==> config.mk <==
export PLATFORM = sky130hd
export DESIGN_NAME = vram_arbiter
export DESIGN_NICKNAME = d
export VERILOG_FILES = /design/src/rtl/vram_arbiter.sv
export SDC_FILE = /design/constraint.sdc
export NUM_CORES = 1
export LEC_CHECK = 0
export ABC_AREA = 1
export CAP_MARGIN = 15
export CORE_MARGIN = 2
export CORE_UTILIZATION = 47
export CTS_CLUSTER_DIAMETER = 40
export CTS_CLUSTER_SIZE = 14
export DETAILED_ROUTE_END_ITERATION = 10
export HOLD_SLACK_MARGIN = 0.02
export PLACE_DENSITY_LB_ADDON = 0.12
export SETUP_SLACK_MARGIN = 0.02
export SYNTH_ARGS = -nofsm -noshare
export SYNTH_HDL_FRONTEND = slang
export SYNTH_SLANG_ARGS = --single-unit
export TNS_END_PERCENT = 50
==> constraint.sdc <==
create_clock -name clk_sys -period 3.5 [get_ports clk_sys]
set_input_delay 0.525 -clock clk_sys [delete_from_list [all_inputs] [get_ports clk_sys]]
set_output_delay 0.525 -clock clk_sys [all_outputs]
set_load 0.005 [all_outputs]
==> src/rtl/vram_arbiter.sv <==
// rtl/vram_arbiter.sv - video RAM arbiter for download, VDG and CPU ports
//
// Serialises access to a single-port video RAM. There are three requesters:
// a download byte latch fed by the ioctl bus, the VDG fetch port and the CPU
// port. Each access takes three cycles (IDLE sample, ACCESS, RETIRE).
//
// Ports:
//   clk_sys, reset      system clock, synchronous active-high reset
//   ioctl_*             download bus (window, target index, byte strobe, address, byte)
//   cpu_req/we/addr/din CPU request (level, held until cpu_ack)
//   cpu_ack, cpu_dout   1-cycle completion pulse, read data valid with ack and held after
//   vdg_req/addr        VDG fetch request (level, held until vdg_ack)
//   vdg_ack, vdg_dout   1-cycle completion pulse, fetch data valid with ack and held after
//   ram_we/ad/d, ram_q  RAM port; ram_q has one cycle of registered read latency
//   dl_overrun          sticky flag: a download byte was lost
//   busy                arbiter is not IDLE
module vram_arbiter #(
   parameter int         ADDR_W       = 12,
   parameter int         DATA_W       = 8,
   parameter logic [7:0] DL_INDEX     = 8'h00,
   parameter int         CPU_MAX_WAIT = 3
) (
   input  logic              clk_sys,
   input  logic              reset,
   input  logic              ioctl_download,
   input  logic [7:0]        ioctl_index,
   input  logic              ioctl_wr,
   input  logic [24:0]       ioctl_addr,
   input  logic [7:0]        ioctl_dout,
   input  logic              cpu_req,
   input  logic              cpu_we,
   input  logic [ADDR_W-1:0] cpu_addr,
   input  logic [DATA_W-1:0] cpu_din,
   output logic              cpu_ack,
   output logic [DATA_W-1:0] cpu_dout,
   input  logic              vdg_req,
   input  logic [ADDR_W-1:0] vdg_addr,
   output logic              vdg_ack,
   output logic [DATA_W-1:0] vdg_dout,
   output logic              ram_we,
   output logic [ADDR_W-1:0] ram_ad,
   output logic [DATA_W-1:0] ram_d,
   input  logic [DATA_W-1:0] ram_q,
   output logic              dl_overrun,
   output logic              busy
);

   localparam int WAIT_W = (CPU_MAX_WAIT < 2) ? 1 : $clog2(CPU_MAX_WAIT + 1);
   localparam logic [WAIT_W-1:0] WAIT_MAX = WAIT_W'(CPU_MAX_WAIT);

   typedef enum logic [1:0] {ST_IDLE, ST_ACCESS, ST_RETIRE} state_t;
   typedef enum logic [1:0] {OWN_NONE, OWN_DL, OWN_VDG, OWN_CPU} owner_t;

   state_t            state;
   owner_t            owner;
   logic              acc_we;
   logic [DATA_W-1:0] cpu_dout_q;
   logic [DATA_W-1:0] vdg_dout_q;
   logic              dl_pending;
   logic [ADDR_W-1:0] dl_addr;
   logic [DATA_W-1:0] dl_data;
   logic [WAIT_W-1:0] cpu_wait;

   logic dl_in_range;
   logic dl_take;
   logic grant_dl;
   logic grant_vdg;
   logic grant_cpu;

   // Bytes addressed beyond the RAM are silently discarded.
   assign dl_in_range = ((ioctl_addr >> ADDR_W) == 25'd0);
   assign dl_take     = ioctl_wr && ioctl_download && (ioctl_index == DL_INDEX) && dl_in_range;

   // Grants are only decided in IDLE. The download latch always wins; during a
   // download window CPU and VDG are held off. VDG normally beats the CPU, but
   // a CPU that has been passed over WAIT_MAX times in a row gets the slot.
   always_comb begin
      grant_dl  = 1'b0;
      grant_vdg = 1'b0;
      grant_cpu = 1'b0;
      if (state == ST_IDLE) begin
         if (dl_pending) begin
            grant_dl = 1'b1;
         end else if (!ioctl_download) begin
            if (cpu_req && (!vdg_req || (cpu_wait == WAIT_MAX)))
               grant_cpu = 1'b1;
            else if (vdg_req)
               grant_vdg = 1'b1;
         end
      end
   end

   always_ff @(posedge clk_sys) begin
      if (reset) begin
         state      <= ST_IDLE;
         owner      <= OWN_NONE;
         acc_we     <= 1'b0;
         ram_we     <= 1'b0;
         ram_ad     <= '0;
         ram_d      <= '0;
         cpu_ack    <= 1'b0;
         vdg_ack    <= 1'b0;
         cpu_dout_q <= '0;
         vdg_dout_q <= '0;
         dl_pending <= 1'b0;
         dl_addr    <= '0;
         dl_data    <= '0;
         dl_overrun <= 1'b0;
         cpu_wait   <= '0;
      end else begin
         cpu_ack <= 1'b0;
         vdg_ack <= 1'b0;

         case (state)
            ST_IDLE: begin
               if (grant_dl) begin
                  state  <= ST_ACCESS;
                  owner  <= OWN_DL;
                  acc_we <= 1'b1;
                  ram_we <= 1'b1;
                  ram_ad <= dl_addr;
                  ram_d  <= dl_data;
               end else if (grant_cpu) begin
                  state  <= ST_ACCESS;
                  owner  <= OWN_CPU;
                  acc_we <= cpu_we;
                  ram_we <= cpu_we;
                  ram_ad <= cpu_addr;
                  ram_d  <= cpu_din;
               end else if (grant_vdg) begin
                  state  <= ST_ACCESS;
                  owner  <= OWN_VDG;
                  acc_we <= 1'b0;
                  ram_we <= 1'b0;
                  ram_ad <= vdg_addr;
               end
            end
            ST_ACCESS: begin
               state   <= ST_RETIRE;
               ram_we  <= 1'b0;
               cpu_ack <= (owner == OWN_CPU);
               vdg_ack <= (owner == OWN_VDG);
            end
            ST_RETIRE: begin
               state <= ST_IDLE;
               if (cpu_ack && !acc_we)
                  cpu_dout_q <= ram_q;
               if (vdg_ack)
                  vdg_dout_q <= ram_q;
            end
            default: state <= ST_IDLE;
         endcase

         if (!cpu_req || grant_cpu)
            cpu_wait <= '0;
         else if (grant_vdg && (cpu_wait != WAIT_MAX))
            cpu_wait <= cpu_wait + 1'b1;

         // A byte arriving in the same cycle the latch is granted simply
         // refills it; only a byte arriving while the latch is still full is lost.
         if (dl_take) begin
            if (dl_pending && !grant_dl) begin
               dl_overrun <= 1'b1;
            end else begin
               dl_pending <= 1'b1;
               dl_addr    <= ioctl_addr[ADDR_W-1:0];
               dl_data    <= DATA_W'(ioctl_dout);
            end
         end else if (grant_dl) begin
            dl_pending <= 1'b0;
         end
      end
   end

   // ram_q only arrives in RETIRE, the same cycle the ack is high, so read
   // data is forwarded straight from the RAM during the ack and held in the
   // capture register afterwards.
   assign cpu_dout = (cpu_ack && !acc_we) ? ram_q : cpu_dout_q;
   assign vdg_dout = vdg_ack ? ram_q : vdg_dout_q;
   assign busy     = (state != ST_IDLE);

endmodule

### After elaboration in Yosys (flattened, before gate mapping)

Cells that the tools add are included.

| storage, ports and cells | value |
|---|---|
| bits in registers | 68 |
| latch bits | 0 |
| bits in writable memories | 0 |
| bits in read-only memories | 0 |
| bits of input ports | 88 |
| output and inout bits | 41 |
| memories | 0 |

| operators by class | value |
|---|---|
| add/subtract/negate cells | 1 |
| multipliers | 0 |
| divide/modulo/power cells | 0 |
| order comparisons | 0 |
| equality and inequality tests | 8 |
| shift-type cells | 0 |
| multiplexer cells | 32 |
| bitwise logic cells | 2 |
| reductions and logical operators | 29 |

Operators with widths:

| cell | number |
|---|---|
| $mux 12 | 3 |
| $mux 8 | 4 |
| $logic_not 25->1 | 1 |
| $mux 1 | 17 |
| $mux 2 | 6 |
| $reduce_and 2->1 | 6 |
| $eq 2x2->1 const B | 4 |
| $logic_not 8->1 | 1 |
| $reduce_bool 2->1 | 4 |
| $logic_and 1x1->1 | 7 |
| $logic_not 1->1 | 4 |
| $ne 2x2->1 const B | 2 |
| $ne 4x4->1 const B | 1 |
| $pmux 2 s2 | 1 |
| $reduce_or 2->1 | 2 |
| $reduce_bool 3->1 | 1 |
| $add 2x1->2 const B | 1 |
| $eq 2x1->1 const B | 1 |
| $logic_not 2->1 | 1 |
| $logic_or 1x1->1 | 2 |
| $not 1->1 | 2 |
| $pmux 1 s2 | 1 |

### Logic depth before layout (Yosys ltp)

Gate-level depths: netlist of the first run.

| logic depth | value |
|---|---|
| depth in word-level cells | 11 |
| depth in mapped cells | 10 |

### Worst setup path before layout of the first run

Ideal clock, no wire load.

| timing path | value |
|---|---|
| path kind | reg-to-output |
| start point | reg acc_we |
| end point | out cpu_dout[0] |
| data arrival time | 0.885 ns |
| data required time | 2.975 ns |
| path slack | 2.090 ns |
| cell stages (with the launch flop) | 6 |
| buffers on the path | 1 |
| path through | dfxtp_1 -> inv_1 -> nand2_1 -> buf_2 -> nor2_1 -> a21oi_1 |

| on the way | value |
|---|---|
| longest elaborated chain between the ends | 3 |

Ends and longest elaborated chain:

| element | RTL line | source |
|---|---|---|
| from (decl) | 56 | `logic acc_we;` |
| from (signal assigned) | 126 | `acc_we <= cpu_we;` |
| $logic_not 1->1 | 178 | `assign cpu_dout = (cpu_ack && !acc_we) ? ram_q : cpu_dout_q;` |
| $logic_and 1x1->1 | 178 |  |
| $mux 8 | - |  |
| to (decl) | 35 | `output logic [DATA_W-1:0] cpu_dout,` |

Every way passes these cells.

### Final worst setup path of the first run

| timing path | value |
|---|---|
| start point | reg acc_we |
| end point | out cpu_dout[6] |

The elaborated chain is that of the path after synthesis.

==> results of run 1 <==
## path summary, 6_finish.rpt
path / slack, ps / cells after the start / to / startpoint
min: 450 / 2 / cpu_ack$_SDFF_PP0_ / owner[1]$_SDFFE_PP0P_
max reg2reg: 1410 / 6 / ram_d[5]$_SDFFE_PP0P_ / state[1]$_SDFFE_PP0P_
max: 1070 / 5 / cpu_dout[6] / acc_we$_SDFFE_PP0P_
min reg2reg: 450 / 2 / cpu_ack$_SDFF_PP0_ / owner[1]$_SDFFE_PP0P_
## metrics by stage
| step | hold WS, ps | instances | area, um2 |
|---|---|---|---|
| 2_1_floorplan | 420 | 508 | 3330 |
| 3_3_place_gp | 427 | 708 | 4600 |
| 3_5_place_dp | 433 | 708 | 4600 |
| 4_1_cts | 447 | 724 | 4800 |
| 5_1_grt | 473 | 724 | 4800 |
| 6_report | 447 | 724 | 4800 |
## metal layers
metal	share of wire	vias to the layer above	wire (um)
li1	-	1813	-
met1	0.45	1479	3930
met2	0.47	123	4140
met3	0.055	25	481
met4	0.026	0	232
met5	0	-	0
## layout make-up
class	instances	area, um2
Clock buffer	12	145
Clock inverter	4	48.8
Fill cell	626	2030
Inverter	69	259
Multi-Input combinational cell	344	1560
Sequential cell	68	1360
Tap cell	96	120
Timing Repair Buffer	131	1300
## power groups by stage
stage          logic [mW]  clock network [mW]  registers [mW]
3_5_place_dp        0.482                   0           0.877
4_1_cts             0.485               0.659           0.860
6_report            0.485               0.650           0.859
3_3_place_gp        0.478                   0           0.875
5_1_grt             0.541               0.693           0.865
2_1_floorplan       0.241                   0           0.877
## cell families (layout without fill, tap and decap cells)
group           after synthesis  count (layout)  share of synthesized area
fa+ha+maj                     1               1                    0.00376
simple gates                267             267                      0.338
compound gates               76              76                      0.127
buf+inv                      96             216                      0.123
flops                        68              68                      0.409
## tightest hold or removal path: stages (launching register included)
cell and delay [ps]:
dfxtp_1 310, nand2_1 60, nor2_1 40
## state kept, by name, indices dropped and copies added, names as in the netlist
signal,count
dl_data,8
acc_we,1
dl_pending,1
ram_d,8
dl_addr,12
vdg_dout_q,8
vdg_ack,1
owner,2
cpu_wait,2
ram_we,1
cpu_dout_q,8
state,2
dl_overrun,1
cpu_ack,1
ram_ad,12
## placed cells by master (no fill, tap or decap), types with 8 or more instances in the layout
cell type	synthesis	layout
o21ai_0	17	17
clkdlybuf4s50_1	0	128
a211oi_1	8	8
inv_1	68	68
clkbuf_8	0	10
dfxtp_1	68	68
a21oi_1	42	42
nor2_1	91	91
nand2_1	132	132
nand3_1	17	17
nand4_1	13	13
a22oi_1	8	8
==> flow_metrics.py, run 1 <==
metrics = {
    "status": {
        "status": "finished, final reports clean",
    },
    "setup_path": {
        "end_kind": "output port",
        "path_max_fanout": 16,
        "critPathLaunchType": "flip-flop",
        "cp_cell_sequence": "inv_1 -> nand2_1 -> nor2_1 -> a21oi_1 -> clkdlybuf4s50_1",
        "worstSetupPathType": "reg2out",
        "path_delay_family": "buffers and inverters",
        "required_ps": 2970,
        "crit_buf_inv": 2,
        "cp_slowest_stage_delay_ps": 540,
        "arrival_ps": 1900,
        "critPathSlowestCell": "clkdlybuf4s50_1",
    },
    "power_and_ir_drop": {
        "switching_share": 0.280,
        "power.density_mw_per_mm2": 415,
        "p_total_mw": 1.99,
        "p_seq_frac": 0.431,
        "power_frac_comb": 0.243,
        "irDropWorstVdd_mv": 0.239,
        "clkPwrFrac": 0.326,
        "p_int_mw": 1.43,
        "power.switching_uw": 559,
        "p_leak_nw": 2.13,
    },
    "yosys": {
        "yosys.area.top_type": "dfxtp_1",
        "synth_top_flop_cell": "dfxtp_1",
        "netlist_area_mm2": 0.00333,
        "yosysMostFrequentCell": "nand2_1",
        "synth_edf_count": 0,
        "synthTopCellsByArea": "dfxtp_1 41%, nand2_1 15%, nor2_1 10%",
        "synth_cell_types": 26,
        "synth_area_per_cell_um2": 6.56,
        "synthTopCellsByCount": "132 x nand2_1, 91 x nor2_1, 68 x dfxtp_1, 68 x inv_1, 42 x a21oi_1",
        "yosys_warnings": 0,
        "async_reset_ff_frac": 0,
        "syn_nets": 597,
        "ys_seq_area_frac": 0.409,
        "ys_ff_latch": 68,
        "netlist_instances": 508,
        "synth_top_area_share": 0.409,
    },
    "placed_design": {
        "preCtsSetupSlack_ps": 1050,
        "gp_congestion": 0.895,
        "dp_hpwl_um": 6410,
        "portBuffers": 128,
    },
    "floorplan": {
        "start_util": 0.488,
        "core-area_mm2": 0.00683,
        "die-area_mm2": 0.00778,
        "num_rows": 30,
        "fp.dieW_um": 88.2,
        "pin_count": 129,
        "die_y_um": 88.2,
    },
    "global_route": {
        "grtUsageMet1": 0.312,
        "grt.busiest_layer": "met2",
        "grt_start_max_net_pins": 41,
        "grt_pass1_vias": 3166,
        "antenna_found_initial": 0,
        "global_route.usage.met2": 0.379,
        "gr-usage-met3": 0.0396,
        "grt_pass1_wl_um": 14400,
        "grt.overflow.total": 0,
        "track_usage": 0.236,
    },
    "detailed_routing": {
        "drc": 0,
        "ant_nets": 0,
        "drtIter0Drc": 152,
        "vias": 3440,
        "viasPerCell": 4.75,
        "firstDrtPassIters": 5,
        "routed_wl_um": 8790,
        "wl_per_cell_um": 12.1,
    },
    "clocking": {
        "cts.htree.levels": 3,
        "cts-buffers-inserted": 9,
        "postCtsSetupBuffers": 0,
        "cts-root-buf": "clkbuf_8",
        "clk_latency_ps": 340,
        "hold_buffers": 0,
        "clock-sinks": 68,
        "post_cts_resized": 0,
        "tritoncts": "done",
        "cts.clk_slew.worst_paths_ps": 70,
        "cts.path.max_buffers": 2,
    },
    "sta": {
        "tns_ps": 0,
        "relSlewSlack": 0.306,
        "max_freq_ghz": 0.412,
        "fin_crit_ps": 2430,
        "rsz0062_at_grt": "false",
        "drv_slew": 0,
        "skew_ps": 12.1,
        "tightest_slew_ps": 1040,
        "finalHoldViolCount": 0,
        "setup_ws_ps": 1070,
        "setup_violations": 0,
        "post-route-period-util": 0.694,
    },
    "hold_path": {
        "hold_path_class": "reg2reg",
    },
    "cells_and_area": {
        "nNetsFinal": 712,
        "antennaDiodeCount": 0,
        "drive_above_1_share": 0.0462,
        "syn_to_final_growth_pct": 44.1,
        "utilization": 0.702,
    },
    "run": {
        "drv_cap": 0,
    },
}
(Power assumes the default switching activity.)
==> run 2: changes to the inputs <==
--- a/config.mk
+++ b/config.mk
@@ -8,7 +8,7 @@
 export ABC_AREA = 1
 export CAP_MARGIN = 15
 export CORE_MARGIN = 2
-export CORE_UTILIZATION = 47
+export CORE_UTILIZATION = 40
 export CTS_CLUSTER_DIAMETER = 40
 export CTS_CLUSTER_SIZE = 14
 export DETAILED_ROUTE_END_ITERATION = 10
==> constraint.sdc (replaced) <==
create_clock -name clk_sys -period 2.1 [get_ports clk_sys]
set_input_delay 0.315 -clock clk_sys [delete_from_list [all_inputs] [get_ports clk_sys]]
set_output_delay 0.315 -clock clk_sys [all_outputs]
set_load 0.005 [all_outputs]
==> flow_metrics.py, run 2 (synthesis gave the netlist of run 1 again) <==
metrics = {
    "power_and_ir_drop": {
        "p_leak_nw": 2.20,
        "power.density_mw_per_mm2": 694,
        "irDropWorstVdd_mv": 0.359,
    },
    "global_route": {
        "grt_start_max_net_pins": 34,
        "grt.overflow.total": 0,
        "track_usage": 0.203,
        "grt_pass1_wl_um": 14500,
        "antenna_found_initial": 0,
        "grt_pass1_vias": 3225,
    },
    "sta": {
        "post-route-period-util": 0.943,
        "rsz0062_at_grt": "true",
        "fin_crit_ps": 1980,
        "max_freq_ghz": 0.505,
        "tightest_slew_ps": 368,
        "setup_violations": 0,
        "relSlewSlack": 0.755,
        "skew_ps": 7.46,
        "setup_ws_ps": 120,
        "finalHoldViolCount": 0,
        "drv_slew": 0,
        "tns_ps": 0,
        "holdWs_ps": 444,
    },
    "setup_path": {
        "path_max_fanout": 16,
        "required_ps": 1780,
        "worstSetupPathType": "reg2out",
        "reg2reg_from": "cpu_wait[0]$_SDFFE_PP0P_",
        "critPathSlowestCell": "clkdlybuf4s50_1",
        "arrival_ps": 1660,
        "rrSetupSlack_ps": 480,
        "cp_slowest_stage_delay_ps": 530,
        "cp_cell_sequence": "inv_1 -> nand2_4 -> nor2_1 -> a21oi_1 -> clkdlybuf4s50_1",
        "r2r-end": "ram_ad[8]$_SDFFE_PP0P_",
        "reg2reg_depth": 9,
        "critPathLaunchType": "flip-flop",
        "end_kind": "output port",
    },
    "placed_design": {
        "place_inst": 730,
        "portBuffers": 128,
        "preCtsSetupSlack_ps": 176,
        "dp_hpwl_um": 6680,
        "gp_congestion": 0.827,
    },
    "clocking": {
        "hold_buffers": 0,
        "clock-sinks": 68,
        "clk_latency_ps": 330,
        "cts.clk_slew.worst_paths_ps": 70,
        "cts-root-buf": "clkbuf_8",
        "cts.path.max_buffers": 2,
        "postCtsSetupBuffers": 0,
        "cts.htree.levels": 3,
        "tritoncts": "done",
        "cts-buffers-inserted": 9,
    },
    "floorplan": {
        "fp.dieW_um": 95.3,
        "die-area_mm2": 0.00907,
        "core-area_mm2": 0.00813,
        "start_util": 0.409,
        "num_rows": 33,
        "die_y_um": 95.3,
        "pin_count": 129,
    },
    "cells_and_area": {
        "finalNonFillerCells": 746,
        "utilization": 0.607,
        "drive_above_1_share": 0.0686,
        "layout_commonest_cell": "nand2_1",
        "final_cell_mix": "131 x nand2_1, 128 x clkdlybuf4s50_1, 91 x nor2_1",
        "nNetsFinal": 725,
        "n_fill_cell": 791,
        "largestRegisters": "dl_addr x12, ram_ad x12",
        "syn_to_final_growth_pct": 48.3,
        "antennaDiodeCount": 0,
    },
    "hold_path": {
        "hold_path_startpoint": "owner[0]$_SDFFE_PP0P_",
        "whs_path_depth": 1,
        "min_to": "vdg_ack$_SDFF_PP0_",
        "hold_path_class": "reg2reg",
    },
    "detailed_routing": {
        "ant_nets": 0,
        "drtIter0Drc": 145,
        "firstDrtPassIters": 4,
        "drc": 0,
        "viasPerCell": 4.69,
        "vias": 3500,
        "routed_wl_um": 8840,
        "wl_per_cell_um": 11.8,
    },
    "run": {
        "drv_cap": 0,
    },
    "status": {
        "status": "finished, final reports clean",
    },
}
run 2: cell types whose count changed in the layout (fill, tap and decap cells not counted):
cell	before	now
bufinv_16	1	2
clkinvlp_4	0	1
nand2_1	132	131
clkinv_2	2	1
nand2_4	1	2
buf_4	3	16
dfxtp_2	0	1
dfxtp_1	68	67
clkinv_4	1	0
run 2: area by class of cell:
cell class,count,area [um2],area share
sequential,68,1360,0.276
clock inverter,4,72.6,0.0147
inverter,69,259,0.0524
tap,105,131,0.0266
multi-input combinational,344,1570,0.317
clock buffer,12,145,0.0294
timing repair buffer,144,1400,0.284
run 2: metrics by stage:
| stage | power [mW] | cell area (um2) |
|---|---|---|
| floorplan | 1.86 | 3330 |
| global route | 3.63 | 4940 |
| global placement | 2.27 | 4710 |
| detailed placement | 2.29 | 4710 |
| CTS | 3.46 | 4940 |
| finish | 3.43 | 4940 |
run 2: critical path, delay by kind of cell, from the launching register on:
kind,cells,cell delay [ps]
buffers and inverters,2,590
flip-flops,1,330
AND/OR/NAND/NOR,2,230
AO/OA/AOI/OAI,1,180
run 2: per-layer routing:
| layer | global-route usage | vias to the layer above | wire, um |
|---|---|---|---|
| li1 | - | 1839 | - |
| met1 | 0.266 | 1542 | 4040 |
| met2 | 0.327 | 109 | 4090 |
| met3 | 0.0443 | 10 | 600 |
| met4 | 0.0749 | 0 | 111 |
| met5 | 0 | - | 0 |
run 2: what timing repair did:
| action | in CTS | in global routing |
|---|---|---|
| endpoints found under the hold margin | 0 | 0 |
| gates cloned | 0 | 0 |
| resized for setup | 3 | 0 |
| setup endpoints to repair | 16 | 1 |
run 2: how the worst max path moves through the flow:
stage | slack [ps] | to | startpoint
2_1_floorplan | 760 | ram_ad[11]$_SDFFE_PP0P_ | cpu_wait[0]$_SDFFE_PP0P_
3_3_place_gp | 200 | vdg_dout[6] | ram_q[6]
3_5_place_dp | 180 | cpu_dout[0] | ram_q[0]
4_1_cts | 90 | cpu_dout[0] | acc_we$_SDFFE_PP0P_
5_1_grt | 5 | cpu_dout[1] | acc_we$_SDFFE_PP0P_
6_report | 120 | cpu_dout[0] | acc_we$_SDFFE_PP0P_
run 2: where the power goes:
group	total, mW	leakage [nW]	internal, mW	switching [mW]
Combinational	0.824	1.54	0.443	0.380
Sequential	1.43	0.553	1.38	0.0487
Clock	1.17	0.107	0.700	0.472
==> run 3: changes to the inputs <==
--- a/config.mk
+++ b/config.mk
@@ -8,13 +8,12 @@
 export ABC_AREA = 1
 export CAP_MARGIN = 15
 export CORE_MARGIN = 2
-export CORE_UTILIZATION = 40
+export CORE_UTILIZATION = 44
 export CTS_CLUSTER_DIAMETER = 40
 export CTS_CLUSTER_SIZE = 14
 export DETAILED_ROUTE_END_ITERATION = 10
 export HOLD_SLACK_MARGIN = 0.02
 export PLACE_DENSITY_LB_ADDON = 0.12
-export SETUP_SLACK_MARGIN = 0.02
 export SYNTH_ARGS = -nofsm -noshare
 export SYNTH_HDL_FRONTEND = slang
 export SYNTH_SLANG_ARGS = --single-unit
==> constraint.sdc (replaced) <==
create_clock -name clk_sys -period 1.9 [get_ports clk_sys]
set_input_delay 0.285 -clock clk_sys [delete_from_list [all_inputs] [get_ports clk_sys]]
set_output_delay 0.285 -clock clk_sys [all_outputs]
set_load 0.005 [all_outputs]
==> flow_metrics.py, run 3 (synthesis gave the netlist of run 1 again) <==
metrics = {
    "status": {
        "status": "finished, final reports clean",
    },
    "floorplan": {
        "pin_count": 129,
        "core-area_mm2": 0.00729,
        "start_util": 0.457,
        "die-area_mm2": 0.00828,
        "die_y_um": 91.0,
        "num_rows": 31,
        "fp.dieW_um": 91.0,
    },
    "cells_and_area": {
        "largestRegisters": "dl_addr x12, ram_ad x12",
        "multi_input_area_mm2": 0.00157,
        "final-seq-area_mm2": 0.00137,
        "antennaDiodeCount": 0,
        "nNetsFinal": 724,
        "n_fill_cell": 675,
        "final_cell_mix": "131 x nand2_1, 120 x clkdlybuf4s50_1, 91 x nor2_1",
        "layout_commonest_cell": "nand2_1",
        "utilization": 0.684,
        "drive_above_1_share": 0.0766,
        "finalNonFillerCells": 739,
        "syn_to_final_growth_pct": 49.8,
    },
    "setup_path": {
        "r2r-end": "ram_d[1]$_SDFFE_PP0P_",
        "reg2reg_depth": 8,
        "path_max_fanout": 17,
        "crit_start": "vdg_ack$_SDFF_PP0_",
        "rrSetupSlack_ps": 320,
        "reg2reg_from": "cpu_wait[0]$_SDFFE_PP0P_",
        "worstSetupPathType": "reg2out",
        "end_kind": "output port",
        "arrival_ps": 1530,
        "required_ps": 1620,
        "critPathLaunchType": "flip-flop",
    },
    "power_and_ir_drop": {
        "p_int_mw": 2.94,
        "p_seq_frac": 0.399,
        "irDropWorstVdd_mv": 0.418,
        "p_leak_nw": 2.29,
        "power_frac_comb": 0.235,
        "power.density_mw_per_mm2": 795,
        "power.switching_mw": 1.03,
        "switching_share": 0.260,
        "clkPwrFrac": 0.366,
    },
    "clocking": {
        "clk_latency_ps": 340,
        "postCtsSetupBuffers": 0,
        "cts-buffers-inserted": 9,
        "clock-sinks": 68,
        "cts.htree.levels": 3,
        "hold_buffers": 0,
        "cts.path.max_buffers": 2,
        "tritoncts": "done",
        "cts-root-buf": "clkbuf_8",
        "cts.clk_slew.worst_paths_ps": 70,
    },
    "detailed_routing": {
        "top_layer": "met4",
        "vias": 3557,
        "ant_nets": 0,
        "wl_per_cell_um": 12.5,
        "drtIter0Drc": 101,
        "drc": 0,
        "routed_wl_um": 9220,
        "wl_met3_um": 622,
        "firstDrtPassIters": 4,
        "viasPerCell": 4.81,
        "met1Wirelength_um": 4040,
        "met2_length_um": 4490,
    },
    "placed_design": {
        "place_inst": 722,
        "gp_congestion": 0.835,
        "portBuffers": 128,
        "dp_hpwl_um": 6670,
    },
    "global_route": {
        "antenna_found_initial": 0,
        "grt_pass1_wl_um": 15300,
        "grt_pass1_vias": 3494,
        "grt.overflow.total": 0,
        "track_usage": 0.224,
        "grt_start_max_net_pins": 40,
    },
    "sta": {
        "drv_slew": 0,
        "fin_crit_ps": 1820,
        "relSlewSlack": 0.732,
        "tightest_slew_ps": 401,
        "holdWs_ps": 445,
        "post-route-period-util": 0.957,
        "skew_ps": 10.9,
        "rsz0062_at_grt": "false",
        "tns_ps": 0,
        "max_freq_ghz": 0.550,
        "finalHoldViolCount": 0,
        "setup_violations": 0,
    },
    "hold_path": {
        "hold_path_startpoint": "owner[0]$_SDFFE_PP0P_",
        "hold_path_class": "reg2reg",
        "whs_path_depth": 1,
        "min_to": "vdg_ack$_SDFF_PP0_",
    },
    "run": {
        "drv_cap": 0,
    },
}
-- run 3: area by class of cell --
cell class,count,area share
Clock buffer,10,0.0276
Clock inverter,6,0.0223
Inverter,69,0.0519
Multi-Input combinational cell,344,0.315
Sequential cell,68,0.274
Tap cell,99,0.0248
Timing Repair Buffer,143,0.285
-- run 3: worst max-delay path by stage --
stage,to,slack (ps),cells after the start
6_report,vdg_dout[4],80,2
3_5_place_dp,ram_d[1]$_SDFFE_PP0P_,40,7
3_3_place_gp,dl_addr[8]$_SDFFE_PP0P_,80,7
5_1_grt,vdg_dout[3],0.5,3
4_1_cts,cpu_dout[7],-90,6
2_1_floorplan,ram_ad[11]$_SDFFE_PP0P_,560,9
-- run 3: critical path, cell delays in order (launching register included) --
cell	delay, ps
dfxtp_4	400
o21ai_0	240
clkdlybuf4s50_1	560
-- run 3: per-layer routing --
layer  vias up  GRT usage
li1       1841          -
met1      1598      0.274
met2       112      0.377
met3         6     0.0672
met4         0     0.0682
met5         -          0
-- run 3: repair_timing --
| action | 4_1_cts | 5_1_grt |
|---|---|---|
| resized for setup | 13 | 10 |
| gates cloned | 1 | 0 |
| setup endpoints to repair | 16 | 8 |
-- run 3: through the flow --
step | power [mW] | area, um2 | setup slack [ps]
global route | 4.17 | 4990 | 0.499
global placement | 2.53 | 4720 | 78.9
CTS | 4.00 | 4980 | -85.9
finish | 3.97 | 4990 | 80.9
floorplan | 2.06 | 3330 | 564
detailed placement | 2.55 | 4720 | 40.3
-- run 3: power by group through the flow --
| stage | Sequential [mW] | Combinational [mW] | Clock (mW) |
|---|---|---|---|
| final | 1.58 | 0.932 | 1.45 |
| after global routing | 1.60 | 1.03 | 1.53 |
| after CTS | 1.58 | 0.936 | 1.48 |
| after detailed placement | 1.62 | 0.934 | 0 |
| after global placement | 1.61 | 0.916 | 0 |
| after floorplan | 1.61 | 0.444 | 0 |
